### src/rtl/palette_pkg.sv
// Shared types and constants for the sprite palette lookup.
package palette_pkg;
  localparam int PAL_CH_W = 4;

  typedef struct packed {
    logic [PAL_CH_W-1:0] red;
    logic [PAL_CH_W-1:0] green;
    logic [PAL_CH_W-1:0] blue;
  } rgb_t;

  localparam rgb_t PAL_DEFAULT_RGB = '{red: 4'h6, green: 4'hA, blue: 4'hF};

  // Bank select needs at least one bit even for a single palette.
  function automatic int bank_w(input int n);
    return (n > 1) ? $clog2(n) : 1;
  endfunction
endpackage

### src/rtl/palette_ram.sv
// Simple dual-port palette store: one write port, one registered read port.
module palette_ram #(
  parameter int DEPTH = 64,
  parameter int AW    = 6,
  parameter int DW    = 12
) (
  input  logic          clk,
  input  logic          rst_n,
  input  logic          we,
  input  logic [AW-1:0] waddr,
  input  logic [DW-1:0] wdata,
  input  logic          re,
  input  logic [AW-1:0] raddr,
  output logic [DW-1:0] rdata
);
  logic [DW-1:0] mem [DEPTH];
  logic [DW-1:0] rdata_q;

  // Kept free of reset so it maps onto block RAM; same-address reads see the old word.
  always_ff @(posedge clk) begin
    if (we) mem[waddr] <= wdata;
  end

  always_ff @(posedge clk) begin
    if (!rst_n)  rdata_q <= '0;
    else if (re) rdata_q <= mem[raddr];
  end

  assign rdata = rdata_q;
endmodule

### src/rtl/palette_lut.sv
// Multi-bank runtime-writable palette: index -> 12-bit RGB in two register stages,
// with a transparency key and frame-synchronous colour cycling over an index range.
module palette_lut import palette_pkg::*; #(
  parameter int               INDEX_W      = 4,
  parameter int               NUM_BANKS    = 4,
  parameter int               CH_W         = PAL_CH_W,
  parameter logic [3*CH_W-1:0] DEFAULT_RGB = PAL_DEFAULT_RGB,
  parameter int               TRANSP_INDEX = 1,
  parameter int               CYC_LO       = 8,
  parameter int               CYC_HI       = 11,
  parameter int               CYC_PERIOD   = 8,
  localparam int              BANK_W       = bank_w(NUM_BANKS)
) (
  input  logic                Clk,
  input  logic                Reset_n,
  input  logic                in_valid,
  input  logic [BANK_W-1:0]   in_bank,
  input  logic [INDEX_W-1:0]  in_index,
  output logic                out_valid,
  output logic [CH_W-1:0]     out_red,
  output logic [CH_W-1:0]     out_green,
  output logic [CH_W-1:0]     out_blue,
  output logic                out_transp,
  input  logic                wr_en,
  input  logic [BANK_W-1:0]   wr_bank,
  input  logic [INDEX_W-1:0]  wr_index,
  input  logic [3*CH_W-1:0]   wr_rgb,
  input  logic                frame_tick,
  input  logic                cyc_en,
  output logic                init_busy
);
  localparam int DEPTH = NUM_BANKS << INDEX_W;
  localparam int AW    = BANK_W + INDEX_W;
  localparam int CYC_N = CYC_HI - CYC_LO + 1;
  localparam int FC_W  = (CYC_PERIOD > 1) ? $clog2(CYC_PERIOD) : 1;
  localparam int DW    = 3 * CH_W;

  logic                busy_q, busy_d;
  logic [AW-1:0]       sweep_q, sweep_d;
  logic [FC_W-1:0]     fc_q, fc_d;
  logic [INDEX_W-1:0]  off_q, off_d;
  logic [1:0]          vld_pipe_q, vld_pipe_d;
  logic [AW-1:0]       s1_addr_q, s1_addr_d;
  logic                s1_ok_q, s1_ok_d, s1_transp_q, s1_transp_d;
  logic                s2_ok_q, s2_ok_d, s2_transp_q, s2_transp_d;
  logic                wr_vld_q, wr_vld_d;
  logic [AW-1:0]       wr_addr_q, wr_addr_d;
  logic [DW-1:0]       wr_data_q, wr_data_d;
  logic [INDEX_W:0]    rel;
  logic [INDEX_W-1:0]  eff_idx;
  logic [DW-1:0]       ram_rd;

  always_comb begin
    busy_d  = busy_q;
    sweep_d = sweep_q;
    if (busy_q) begin
      sweep_d = sweep_q + 1'b1;
      if (sweep_q == AW'(DEPTH - 1)) busy_d = 1'b0;
    end

    fc_d  = fc_q;
    off_d = off_q;
    if (cyc_en && frame_tick) begin
      if (fc_q == FC_W'(CYC_PERIOD - 1)) begin
        fc_d  = '0;
        off_d = (off_q == INDEX_W'(CYC_N - 1)) ? '0 : off_q + 1'b1;
      end else begin
        fc_d = fc_q + 1'b1;
      end
    end

    // Rotate indices inside the cycling window; both terms are < N so one subtract wraps.
    rel     = '0;
    eff_idx = in_index;
    if (32'(in_index) >= CYC_LO && 32'(in_index) <= CYC_HI) begin
      rel = {1'b0, in_index} - (INDEX_W+1)'(CYC_LO) + {1'b0, off_q};
      if (rel >= (INDEX_W+1)'(CYC_N)) rel = rel - (INDEX_W+1)'(CYC_N);
      eff_idx = INDEX_W'(rel) + INDEX_W'(CYC_LO);
    end

    vld_pipe_d  = {vld_pipe_q[0], in_valid && !busy_q};
    s1_ok_d     = 32'(in_bank) < NUM_BANKS;
    s1_addr_d   = s1_ok_d ? {in_bank, eff_idx} : '0;
    s1_transp_d = (in_index == INDEX_W'(TRANSP_INDEX));

    s2_ok_d     = s2_ok_q;
    s2_transp_d = s2_transp_q;
    if (vld_pipe_q[0]) begin
      s2_ok_d     = s1_ok_q;
      s2_transp_d = s1_transp_q;
    end

    // Host writes are staged one cycle so they line up with the RAM read of a same-cycle lookup.
    wr_vld_d  = wr_en && !busy_q && (32'(wr_bank) < NUM_BANKS);
    wr_addr_d = {wr_bank, wr_index};
    wr_data_d = wr_rgb;
  end

  always_ff @(posedge Clk) begin
    if (!Reset_n) begin
      busy_q      <= 1'b1;
      sweep_q     <= '0;
      fc_q        <= '0;
      off_q       <= '0;
      vld_pipe_q  <= '0;
      s1_addr_q   <= '0;
      s1_ok_q     <= 1'b0;
      s1_transp_q <= 1'b0;
      s2_ok_q     <= 1'b0;
      s2_transp_q <= 1'b0;
      wr_vld_q    <= 1'b0;
      wr_addr_q   <= '0;
      wr_data_q   <= '0;
    end else begin
      busy_q      <= busy_d;
      sweep_q     <= sweep_d;
      fc_q        <= fc_d;
      off_q       <= off_d;
      vld_pipe_q  <= vld_pipe_d;
      s1_addr_q   <= s1_addr_d;
      s1_ok_q     <= s1_ok_d;
      s1_transp_q <= s1_transp_d;
      s2_ok_q     <= s2_ok_d;
      s2_transp_q <= s2_transp_d;
      wr_vld_q    <= wr_vld_d;
      wr_addr_q   <= wr_addr_d;
      wr_data_q   <= wr_data_d;
    end
  end

  palette_ram #(.DEPTH(DEPTH), .AW(AW), .DW(DW)) u_ram (
    .clk   (Clk),
    .rst_n (Reset_n),
    .we    (Reset_n && (busy_q || wr_vld_q)),
    .waddr (busy_q ? sweep_q : wr_addr_q),
    .wdata (busy_q ? DEFAULT_RGB : wr_data_q),
    .re    (vld_pipe_q[0]),
    .raddr (s1_addr_q),
    .rdata (ram_rd)
  );

  assign out_valid  = vld_pipe_q[1];
  assign {out_red, out_green, out_blue} = s2_ok_q ? ram_rd : '0;
  assign out_transp = s2_transp_q;
  assign init_busy  = busy_q;
endmodule

### config.mk
export PLATFORM = sky130hd
export DESIGN_NAME = palette_lut
export DESIGN_NICKNAME = d
export VERILOG_FILES = /design/src/rtl/palette_pkg.sv /design/src/rtl/palette_ram.sv /design/src/rtl/palette_lut.sv
export SDC_FILE = /design/constraint.sdc
export NUM_CORES = 1
export LEC_CHECK = 0
export BUFFER_PORTS_ARGS = -buffer_cell sky130_fd_sc_hd__buf_2
export CAP_MARGIN = 20
export CORE_MARGIN = 2
export CORE_UTILIZATION = 25
export CTS_BUF_LIST = sky130_fd_sc_hd__clkbuf_4 sky130_fd_sc_hd__clkbuf_8
export DETAILED_ROUTE_END_ITERATION = 6
export PLACE_DENSITY_LB_ADDON = 0.25
export SLEW_MARGIN = 25
export SYNTH_ARGS = -nofsm -noshare
export SYNTH_HDL_FRONTEND = slang
export SYNTH_SLANG_ARGS = --single-unit
### constraint.sdc
create_clock -name Clk -period 3.3 [get_ports Clk]
set_input_delay 0.33 -clock Clk [delete_from_list [all_inputs] [get_ports Clk]]
set_output_delay 0.33 -clock Clk [all_outputs]
set_load 0.05 [all_outputs]
==> flow_summary.json, run 1 <==
{
  "outcome": "finished clean",
  "report.final.slew_viol_count": 0,
  "p_sw_mw": 4.755,
  "synth.yosys.seq_area_share_pct": 75.29,
  "cts_made_buffers": 144,
  "timing.hold.worst.start": "Reset_n",
  "fraction_of_power_consumed_by_combinational_cells_pct": 4.0,
  "whs_path_depth": 3,
  "ant_nets": 0,
  "synth_top_area_share_pct": 71.74,
  "r2r.worst_path.cells": 5,
  "final_period_minus_worst_setup_slack_ns": 2.965,
  "grt_setup_unrepaired": "no",
  "hold-worst-slack_ns": 0.1255,
  "yosysMostFrequentCell": "sky130_fd_sc_hd__edfxtp_1",
  "power_frac_seq_pct": 53.3,
  "design.die.area_sq_mm": 0.1315,
  "drt-initial-drc-count": 1412,
  "clock_insertion_delay_worst_skew_ns": 0.81,
  "timing.max_slew.rel_slack_pct": 26.83,
  "post-route-worst-setup-slack_ns": 0.3347,
  "multi_input_gate_area_in_the_final_layout_sq_mm": 0.007452,
  "wire_per_inst_um": 23.08,
  "drt-vias-per-instance": 4.543,
  "post_cts.repair.setup_buffers": 0,
  "clockPowerShare_pct": 42.7,
  "worst_endpoint_data_arrival_time_ns": 3.61,
  "first_global_vias": 17870,
  "areaGrowthSynthToFinish_pct": 20.22,
  "grtUsageTotal_pct": 13.20,
  "number_of_enable_type_register_cells_in_the_synthesized_netlist": 768,
  "finalHoldViolCount": 0,
  "finalClockSkew_ns": 0.04370,
  "swShare_pct": 22.34,
  "final_net_count": 2061,
  "largest_family_of_logic_cells_by_synthesized_area": "multiplexers",
  "cts_tree": "done",
  "vdd_drop_max_uv": 342.0,
  "first_pass_grt_wire_length_um": 125400,
  "final_worst_path_period_share_pct": 89.86,
  "rows": 131,
  "cts.sinks": 825,
  "layout-drive-gt1-share_pct": 29.18,
  "finalPower_mw": 21.29,
  "synth-simple-area-share_pct": 4.760,
  "final_util_pct": 30.30,
  "critPathCaptureType": "flop",
  "synth.top_cells.by_area": "sky130_fd_sc_hd__edfxtp_1 (72%), sky130_fd_sc_hd__mux4_2 (6.7%), sky130_fd_sc_hd__dfxtp_1 (3.5%)",
  "netlist_area_sq_mm": 0.03214,
  "timing.final.setup_violations": 0,
  "dpl.hpwl_um": 55250,
  "num_ports": 45,
  "area.sequential_sq_mm": 0.02421,
  "grt_overflow_total": 0,
  "synth.largest_area_cell": "sky130_fd_sc_hd__edfxtp_1",
  "max_cap_violations": 0,
  "gp_congestion": 0.7977,
  "ys_async_sr_fraction_pct": 0,
  "antenna_violations_before_repair": 11,
  "fp.coreArea_sq_mm": 0.1275,
  "port_buffers": 44,
  "yosys.cell_types.count": 49,
  "fmax_mhz": 337.2,
  "timing.rr.start": "s1_addr_q[0]$_SDFF_PN0_",
  "clock-root-buffer": "sky130_fd_sc_hd__clkbuf_8",
  "worstPathMaxFanout": 29,
  "grt_max_degree": 65,
  "synth_nets": 1762,
  "die_width_um": 362.6,
  "cts-htree-levels": 4,
  "total_iterations_of_the_first_detailed_routing_run": 5,
  "pre_cts_ws_ns": 0.2149,
  "synth_compound_gate_area_share_pct": 5.846,
  "wirelength_um": 87530,
  "synthesis.instances": 1720,
  "synth-seq-cells": 825,
  "min_to": "s1_addr_q[0]$_SDFF_PN0_",
  "worst_min_path_class": "in2reg",
  "post_synth.cell_area_avg_sq_um": 18.69,
  "synth_xor_xnor_area_share_pct": 0.1635,
  "clkTransAtPathRegs_ns": 0.05,
  "crit-reg2reg-capture": "u_ram.rdata[1]$_SDFFE_PN0P_",
  "netlist_top_cells_count": "sky130_fd_sc_hd__edfxtp_1 (768), sky130_fd_sc_hd__mux2i_1 (104), sky130_fd_sc_hd__mux4_2 (96), sky130_fd_sc_hd__a22o_1 (74), sky130_fd_sc_hd__nor2_1 (72)",
  "p_int_mw": 16.53,
  "ys.warnings.count": 0,
  "drt_drc_violations_left": 0,
  "die_h_um": 362.6,
  "timing.critical_path.from_type": "flop",
  "worstMarginPinSlew_ns": 1.095,
  "synth-adder-area-share_pct": 0.4904,
  "power_per_cell_area_mw_per_mm2": 550.9,
  "dr_total_vias": 17230,
  "ff2ff_setup_slack_ns": 0.33,
  "clk_path_buf_depth": 3,
  "critical_setup_path_class": "reg2reg",
  "worstPathRequired_ns": 3.94,
  "yosys-mux-area-fraction_pct": 11.68,
  "p_leak_nw": 10.27,
  "initial_utilization_pct": 25.21,
  "tns_ns": 0,
  "ys.flop_type": "sky130_fd_sc_hd__edfxtp_1",
  "fillCellCount": 12530
}
## flip-flops by register name, summed over array words and instances, names as in the netlist, 2 cells and up
signal,cells
off_q,4
s1_addr_q,6
wr_data_q,12
wr_addr_q,6
u_ram.mem,768
u_ram.rdata,12
vld_pipe_q,2
sweep_q,6
fc_q,3
## power by group through the flow
stage	clock network (mW)	registers, mW	logic, mW
after floorplan	0	11.5	0.478
after global placement	0	11.6	0.837
after detailed placement	0	11.6	0.843
after CTS	9.37	11.3	0.873
after global routing	9.82	11.3	0.911
final	9.09	11.3	0.855
## cell usage in the layout (no fill, tap or decap), drive strengths merged, types with 8 or more instances in the layout
master,netlist,layout
clkinv,0,35
nor4,25,25
edfxtp,768,768
a211oi,48,48
nor2b,70,70
dfxtp,57,57
clkbuf,49,205
dlygate4sd3,0,33
ha,11,11
inv,7,16
o22ai,26,26
or2,9,9
o221ai,12,12
nand2b,8,8
mux2i,104,104
a22o,74,74
nand3b,13,13
nand2,28,28
mux2,49,49
a2111oi,48,48
and2,39,39
mux4,96,96
nor2,72,72
buf,55,224
## kinds of logic (layout without fill, tap and decap cells)
kind of cell    count (synthesis)  in the layout
buf+inv                       111            516
simple gates                  282            282
mux                           249            249
fa+ha+maj                      12             12
other cells                     0              5
flops                         825            825
compound gates                235            235
xor+xnor                        6              6
## final cells by class
type	count	share of cell area, %
flip-flops and latches	825	62.65
inverters	7	0.06799
diodes	5	0.03238
repair buffers	257	5.407
clock inverters	47	0.7511
clock buffers	205	6.427
multi-input cells	784	19.28
well taps	1662	5.381
## per-layer routing
metal	global-route usage, %	up-vias	share of wire [%]
met4	4.613	0	2.5
met1	18.20	8983	46
li1	-	7621	-
met3	2.908	130	6.0
met2	20.46	493	46
met5	0	-	0
## critical path, cell delays in order, from the launching register on
cell                       delay (ns)
sky130_fd_sc_hd__dfxtp_4         0.65
sky130_fd_sc_hd__buf_4           0.61
sky130_fd_sc_hd__mux4_2          0.59
sky130_fd_sc_hd__a22o_1          0.27
sky130_fd_sc_hd__nor4_1          0.47
sky130_fd_sc_hd__o221ai_1        0.17
## timing repair
action                                 in CTS  in global routing
hold buffers                               33                  0
gates resized for setup                     0                  0
endpoints found under the hold margin      30                  0
## metrics by stage
stage,instance area (sq um),instances
2_1_floorplan,32140,1720
3_3_place_gp,35510,3502
3_5_place_dp,35530,3502
4_1_cts,38630,3787
5_1_grt,38630,3788
6_report,38640,3792
## worst max-delay path by stage
stage                                  endpoint  depth (start not counted)                    start
global placement    u_ram.rdata[5]$_SDFFE_PN0P_                          5  s1_addr_q[0]$_SDFF_PN0_
global route        u_ram.rdata[5]$_SDFFE_PN0P_                          5  s1_addr_q[0]$_SDFF_PN0_
detailed placement  u_ram.rdata[5]$_SDFFE_PN0P_                          5  s1_addr_q[0]$_SDFF_PN0_
finish              u_ram.rdata[1]$_SDFFE_PN0P_                          5  s1_addr_q[0]$_SDFF_PN0_
floorplan            u_ram.mem[0][11]$_DFFE_PP_                          4     init_busy$_SDFF_PN1_
CTS                 u_ram.rdata[5]$_SDFFE_PN0P_                          5  s1_addr_q[0]$_SDFF_PN0_
Power figures use the tool's default switching activity.
==> inputs of run 2 (changes only) <==
- GPL_TIMING_DRIVEN: default -> 0
==> flow_summary.json, run 2 (synthesis results as in run 1) <==
{
  "fillCellCount": 12520,
  "fp.coreArea_sq_mm": 0.1275,
  "cts_made_buffers": 143,
  "largest_reg_flops": 768,
  "grtUsageTotal_pct": 13.76,
  "dr_wl_met3_um": 5690,
  "clock_insertion_delay_worst_skew_ns": 0.80,
  "highest_layer": "met4",
  "die_width_um": 362.6,
  "cts_tree": "done",
  "initial_utilization_pct": 25.21,
  "power_per_cell_area_mw_per_mm2": 562.2,
  "grt_overflow_total": 0,
  "fin_cells": 3737,
  "layout_commonest_cell": "sky130_fd_sc_hd__edfxtp_1",
  "met2RoutedLength_um": 42520,
  "antenna_violations_before_repair": 7,
  "dpl.hpwl_um": 61820,
  "finalClockSkew_ns": 0.05392,
  "hold-worst-slack_ns": 0.2691,
  "clk_path_buf_depth": 3,
  "p_int_mw": 16.82,
  "fmax_mhz": 308.1,
  "first_global_vias": 17940,
  "critPathCaptureType": "flop",
  "timing.final.setup_violations": 0,
  "worstMarginPinSlew_ns": 1.312,
  "vdd_drop_max_uv": 257.7,
  "clock-root-buffer": "sky130_fd_sc_hd__clkbuf_8",
  "p_leak_nw": 9.824,
  "clkTransAtPathRegs_ns": 0.06,
  "p_sw_mw": 4.793,
  "drt-met1-wl_um": 40720,
  "wire_per_inst_um": 24.36,
  "wirelength_um": 91020,
  "worstPathMaxFanout": 12,
  "areaGrowthSynthToFinish_pct": 19.57,
  "r2r.worst_path.cells": 5,
  "dr_total_vias": 17300,
  "finalHoldViolCount": 0,
  "worst_endpoint_data_arrival_time_ns": 3.65,
  "worstPathRequired_ns": 3.70,
  "report.final.slew_viol_count": 0,
  "first_pass_grt_wire_length_um": 129100,
  "swShare_pct": 22.18,
  "ant_nets": 0,
  "path_cells": "clkbuf_1, clkbuf_1, buf_1, a32oi_1, nor2_2",
  "final_period_minus_worst_setup_slack_ns": 3.246,
  "outcome": "finished clean",
  "final_util_pct": 30.14,
  "fraction_of_power_consumed_by_combinational_cells_pct": 4.1,
  "die_h_um": 362.6,
  "drt_drc_violations_left": 0,
  "largest_register": "u_ram.mem",
  "total_iterations_of_the_first_detailed_routing_run": 5,
  "num_ports": 45,
  "ff2ff_setup_slack_ns": 0.05,
  "port_buffers": 44,
  "whs_path_depth": 3,
  "crit_path_frequent_cell": "sky130_fd_sc_hd__clkbuf_1",
  "final_worst_path_period_share_pct": 98.35,
  "clockPowerShare_pct": 43.5,
  "drt-vias-per-instance": 4.629,
  "layout-drive-gt1-share_pct": 28.11,
  "timing.hold.worst.start": "wr_rgb[4]",
  "timing.rr.start": "init_busy$_SDFF_PN1_",
  "min_to": "wr_data_q[4]$_SDFF_PN0_",
  "timing.max_slew.rel_slack_pct": 10.25,
  "design.die.area_sq_mm": 0.1315,
  "gp_congestion": 0.8489,
  "timing.critical_path.from_type": "flop",
  "final_net_count": 2004,
  "critical_setup_path_class": "reg2reg",
  "cts.sinks": 825,
  "power_frac_seq_pct": 52.4,
  "final_cell_mix": "sky130_fd_sc_hd__edfxtp_1 (768), sky130_fd_sc_hd__clkbuf_8 (149), sky130_fd_sc_hd__mux2i_1 (104)",
  "cpPeakStageDelay_ns": 0.68,
  "drt-initial-drc-count": 1750,
  "grt_max_degree": 65,
  "cts-htree-levels": 4,
  "crit-reg2reg-capture": "u_ram.mem[55][6]$_DFFE_PP_",
  "tns_ns": 0,
  "max_cap_violations": 0,
  "cp_slowest_cell": "sky130_fd_sc_hd__nor2_2",
  "dpl.cell_count": 3446,
  "grt_setup_unrepaired": "yes",
  "worst_min_path_class": "in2reg",
  "rows": 131
}
==> run 2: cell types whose count changed in the layout (fill, tap and decap cells not counted), moves of 13 or more <==
cell                       delta
sky130_fd_sc_hd__buf_2       +30
sky130_fd_sc_hd__buf_4      -150
sky130_fd_sc_hd__clkbuf_1    +46
sky130_fd_sc_hd__nor2_1      -63
sky130_fd_sc_hd__nor2_2      +50
sky130_fd_sc_hd__nor2_4      +13
==> run 2: worst max path at each step <==
| stage | from | to | depth (start not counted) |
|---|---|---|---|
| after global placement | init_busy$_SDFF_PN1_ | u_ram.mem[13][8]$_DFFE_PP_ | 4 |
| after detailed placement | s1_addr_q[0]$_SDFF_PN0_ | u_ram.rdata[3]$_SDFFE_PN0P_ | 8 |
| final | init_busy$_SDFF_PN1_ | u_ram.mem[55][6]$_DFFE_PP_ | 5 |
| after floorplan | init_busy$_SDFF_PN1_ | u_ram.mem[0][11]$_DFFE_PP_ | 4 |
| after CTS | init_busy$_SDFF_PN1_ | u_ram.mem[51][2]$_DFFE_PP_ | 5 |
| after global routing | init_busy$_SDFF_PN1_ | u_ram.mem[55][6]$_DFFE_PP_ | 5 |
==> run 2: per-layer routing <==
metal / track usage [%] / up-vias
li1: - / 7522
met1: 18.73 / 9032
met2: 22.00 / 604
met3: 2.682 / 141
met4: 4.491 / 0
met5: 0 / -
==> run 2: area by class of cell <==
type                            count  area [sq um]  share of cell area (%)
Timing Repair Buffer               97         933.4                   2.428
Inverter                            7         26.28                 0.06836
Tap cell                         1662          2079                   5.410
Clock buffer                      205          2471                   6.429
Clock inverter                     52         394.1                   1.025
Multi-Input combinational cell    784          7780                   20.24
Antenna cell                        1         2.502                0.006511
Sequential cell                   825         24200                   62.97
Buffer                            104         545.5                   1.419
==> run 2: metrics by stage <==
step	power [mW]	setup WS [ns]	cell area, sq um
detailed placement	12.38	-0.4888	35090
CTS	21.84	-0.05705	38340
global route	22.32	-0.1615	38440
finish	21.61	0.05439	38440
global placement	12.35	-3.328	34440
floorplan	12.00	0.01150	32140
==> run 2: power groups by stage <==
stage | Combinational, mW | Sequential (mW) | Clock, mW
2_1_floorplan | 0.478 | 11.5 | 0
3_3_place_gp | 0.818 | 11.5 | 0
3_5_place_dp | 0.849 | 11.5 | 0
4_1_cts | 0.885 | 11.3 | 9.64
5_1_grt | 0.934 | 11.3 | 10.1
6_report | 0.885 | 11.3 | 9.41
==> run 2: repair_timing <==
item | CTS | global route
hold buffers | 33 | 0
gates cloned | 0 | 0
resized for setup | 13 | 21
setup endpoints to repair | 80 | 150
hold endpoints to repair | 31 | 0
setup buffers | 0 | 0
==> run 2: worst max-delay path: cells and delay by family (launching register included) <==
| kind | cells | cell delay, ns |
|---|---|---|
| AOI/OAI and AO/OA | 1 | 0.42 |
| and+or+nand+nor | 1 | 0.68 |
| buffers and inverters | 3 | 1.34 |
| DFF | 1 | 0.43 |
==> inputs of run 3 (changes only) <==
- ABC_AREA: default -> 1
==> flow_summary.json, run 3 <==
{
  "power_per_cell_area_mw_per_mm2": 547.6,
  "cts_made_buffers": 142,
  "synth-seq-cells": 825,
  "timing.max_slew.rel_slack_pct": 26.32,
  "clk_path_buf_depth": 3,
  "synth.yosys.seq_area_share_pct": 71.83,
  "areaGrowthSynthToFinish_pct": 18.76,
  "fmax_mhz": 289.9,
  "ys_async_sr_fraction_pct": 0,
  "grtUsageTotal_pct": 15.57,
  "worst_endpoint_data_arrival_time_ns": 3.87,
  "grt.met2_usage_pct": 24.92,
  "postPlaceCellArea_sq_mm": 0.03689,
  "p_leak_nw": 14.43,
  "ys.flop_type": "sky130_fd_sc_hd__edfxtp_1",
  "clkTransAtPathRegs_ns": 0.06,
  "fin_cells": 5055,
  "final_net_count": 3225,
  "layout_commonest_cell": "sky130_fd_sc_hd__nand2_1",
  "ant_nets": 0,
  "yosysMostFrequentCell": "sky130_fd_sc_hd__nand2_1",
  "die_h_um": 371.1,
  "design.die.area_sq_mm": 0.1377,
  "cts.sinks": 825,
  "gr-max-usage-layer": "met2",
  "yosys.cell_types.count": 32,
  "grt.met1_usage_pct": 21.47,
  "largest_register": "u_ram.mem",
  "critPathCaptureType": "flop",
  "final_util_pct": 29.95,
  "cts-htree-levels": 4,
  "post-route-worst-setup-slack_ns": -0.1490,
  "worstPathRequired_ns": 3.72,
  "critPathTopFamily": "simple AND/OR/NAND/NOR gates",
  "drt_drc_violations_left": 0,
  "finalClockSkew_ns": 0.04080,
  "post_synth.cell_area_avg_sq_um": 11.52,
  "synth.top_cells.by_area": "sky130_fd_sc_hd__edfxtp_1 (68%), sky130_fd_sc_hd__nand3_1 (11%), sky130_fd_sc_hd__nand2_1 (10%)",
  "grt_overflow_total": 0,
  "pre_cts_ws_ns": -0.3679,
  "violated_checks": "setup timing",
  "wirelength_um": 108300,
  "antenna_violations_before_repair": 7,
  "worstMarginPinSlew_ns": 1.102,
  "cts_tree": "done",
  "grt_max_degree": 43,
  "synth_top_area_share_pct": 68.44,
  "wire_per_inst_um": 21.43,
  "vdd_drop_max_uv": 295.9,
  "dpl.hpwl_um": 73470,
  "worst_min_path_class": "in2reg",
  "gp_congestion": 0.8539,
  "cp_slowest_cell": "sky130_fd_sc_hd__nor2_2",
  "number_of_enable_type_register_cells_in_the_synthesized_netlist": 768,
  "fp.coreArea_sq_mm": 0.1336,
  "gr-usage-met3_pct": 2.676,
  "synthesis.instances": 2924,
  "max_cap_violations": 0,
  "rows": 134,
  "worstPathMaxFanout": 12,
  "clock_insertion_delay_worst_skew_ns": 0.83,
  "dpl.cell_count": 4771,
  "tns_ns": -16.91,
  "fillCellCount": 13580,
  "first_pass_grt_wire_length_um": 153700,
  "num_ports": 45,
  "timing.final.setup_violations": 247,
  "total_iterations_of_the_first_detailed_routing_run": 7,
  "outcome": "finished with violations",
  "dr_total_vias": 22970,
  "final_design_area_no_fill_sq_mm": 0.04001,
  "final_cell_mix": "sky130_fd_sc_hd__nand2_1 (938), sky130_fd_sc_hd__edfxtp_1 (768), sky130_fd_sc_hd__nand3_1 (719)",
  "netlist_area_sq_mm": 0.03369,
  "first_global_vias": 22220,
  "path_cells": "buf_2, buf_4, nor2_1, nor2_2, nand3_1, nor2_2",
  "report.final.slew_viol_count": 0,
  "drt-initial-drc-count": 2119,
  "clock-root-buffer": "sky130_fd_sc_hd__clkbuf_8",
  "cp.depth": 6,
  "ys.warnings.count": 0,
  "synth_nets": 2966,
  "grt_setup_unrepaired": "yes",
  "whs_path_depth": 2,
  "largest_reg_flops": 768,
  "finalHoldViolCount": 0,
  "timing.critical_path.from_type": "flop",
  "die_width_um": 371.1,
  "layout-drive-gt1-share_pct": 16.05,
  "synth.largest_area_cell": "sky130_fd_sc_hd__edfxtp_1",
  "drt-vias-per-instance": 4.543,
  "final_period_minus_worst_setup_slack_ns": 3.449,
  "critical_setup_path_class": "reg2reg",
  "critPathBufInv": 2,
  "initial_utilization_pct": 25.22,
  "final_worst_path_period_share_pct": 104.5,
  "port_buffers": 44,
  "r2r.worst_path.cells": 6,
  "cpPeakStageDelay_ns": 0.94,
  "netlist_top_cells_count": "sky130_fd_sc_hd__nand2_1 (938), sky130_fd_sc_hd__edfxtp_1 (768), sky130_fd_sc_hd__nand3_1 (719), sky130_fd_sc_hd__nor2_1 (111), sky130_fd_sc_hd__buf_2 (82)",
  "crit_path_frequent_cell": "sky130_fd_sc_hd__nor2_2"
}
-- run 3: cell count changes after synthesis, sizes merged, moves of 46 or more --
cell,delta
a211oi,-46
nor2b,-70
nand2,+911
a22o,-74
nand3,+714
mux2,-49
a2111oi,-48
mux4,-96
mux2i,-104
inv,+71
buf,+95
-- run 3: report_power, final --
part	total, mW	switching, mW	internal (mW)	leakage, nW
logic	1.62	1.16	0.463	5.67
registers	11.3	0.0199	11.3	7.34
clock network	8.96	4.21	4.76	1.42
total	21.9	5.39	16.5	14.4
-- run 3: logic make-up (layout without fill, tap and decap cells) --
family,Yosys count,in the layout,share of synthesized area [%]
buf+inv,256,616,4.218
simple gates,1800,1800,22.94
compound gates,28,28,0.4604
other cells,0,3,0
xor+xnor,3,3,0.07799
fa+ha+maj,12,12,0.4679
flops,825,825,71.83
-- run 3: cell type report --
type	instances	area [sq um]	share of cell area (%)
sequential	825	24200	60.49
inverter	78	297.8	0.7442
clock buffer	192	2380	5.947
antenna	3	7.507	0.01876
clock inverter	53	304.0	0.7598
multi-input combinational	1843	8363	20.90
tap	1768	2212	5.528
buffer	178	1124	2.808
timing repair buffer	115	1124	2.808
-- run 3: timing repair --
| action | in CTS | in global routing |
|---|---|---|
| gates resized for setup | 18 | 6 |
| setup endpoints to repair | 462 | 360 |
| setup buffers | 6 | 0 |
| gates cloned | 0 | 0 |
| hold endpoints to repair | 39 | 0 |
| hold buffers | 30 | 0 |
| pin swaps | 2 | 0 |
-- run 3: stage by stage --
step                      hold WS [ns]  power (mW)
after floorplan                 0.3577       12.47
after global placement          0.4427       13.10
after detailed placement        0.4509       13.12
after CTS                       0.1350       22.07
after global routing            0.1708       22.63
final                           0.2202       21.91
-- run 3: final timing paths --
check | from | endpoint | slack, ns
setup reg to reg | init_busy$_SDFF_PN1_ | u_ram.mem[4][5]$_DFFE_PP_ | -0.15
setup / recovery | init_busy$_SDFF_PN1_ | u_ram.mem[4][5]$_DFFE_PP_ | -0.15
hold / removal | Reset_n | s1_ok_q$_DFF_P_ | 0.22
hold reg to reg | fc_q[1]$_SDFFE_PN0P_ | fc_q[1]$_SDFFE_PN0P_ | 0.47
-- run 3: routing by layer --
metal,share of wire [%],vias up
li1,-,10770
met1,45,11240
met2,46,802
met3,6.5,161
met4,2.4,0
met5,0,-
-- run 3: worst reg2reg max path, cell delays in order (launching register included) --
cell	delay, ns
sky130_fd_sc_hd__dfxtp_1	0.34
sky130_fd_sc_hd__buf_2	0.19
sky130_fd_sc_hd__buf_4	0.20
sky130_fd_sc_hd__nor2_1	0.07
sky130_fd_sc_hd__nor2_2	0.38
sky130_fd_sc_hd__nand3_1	0.90
sky130_fd_sc_hd__nor2_2	0.97
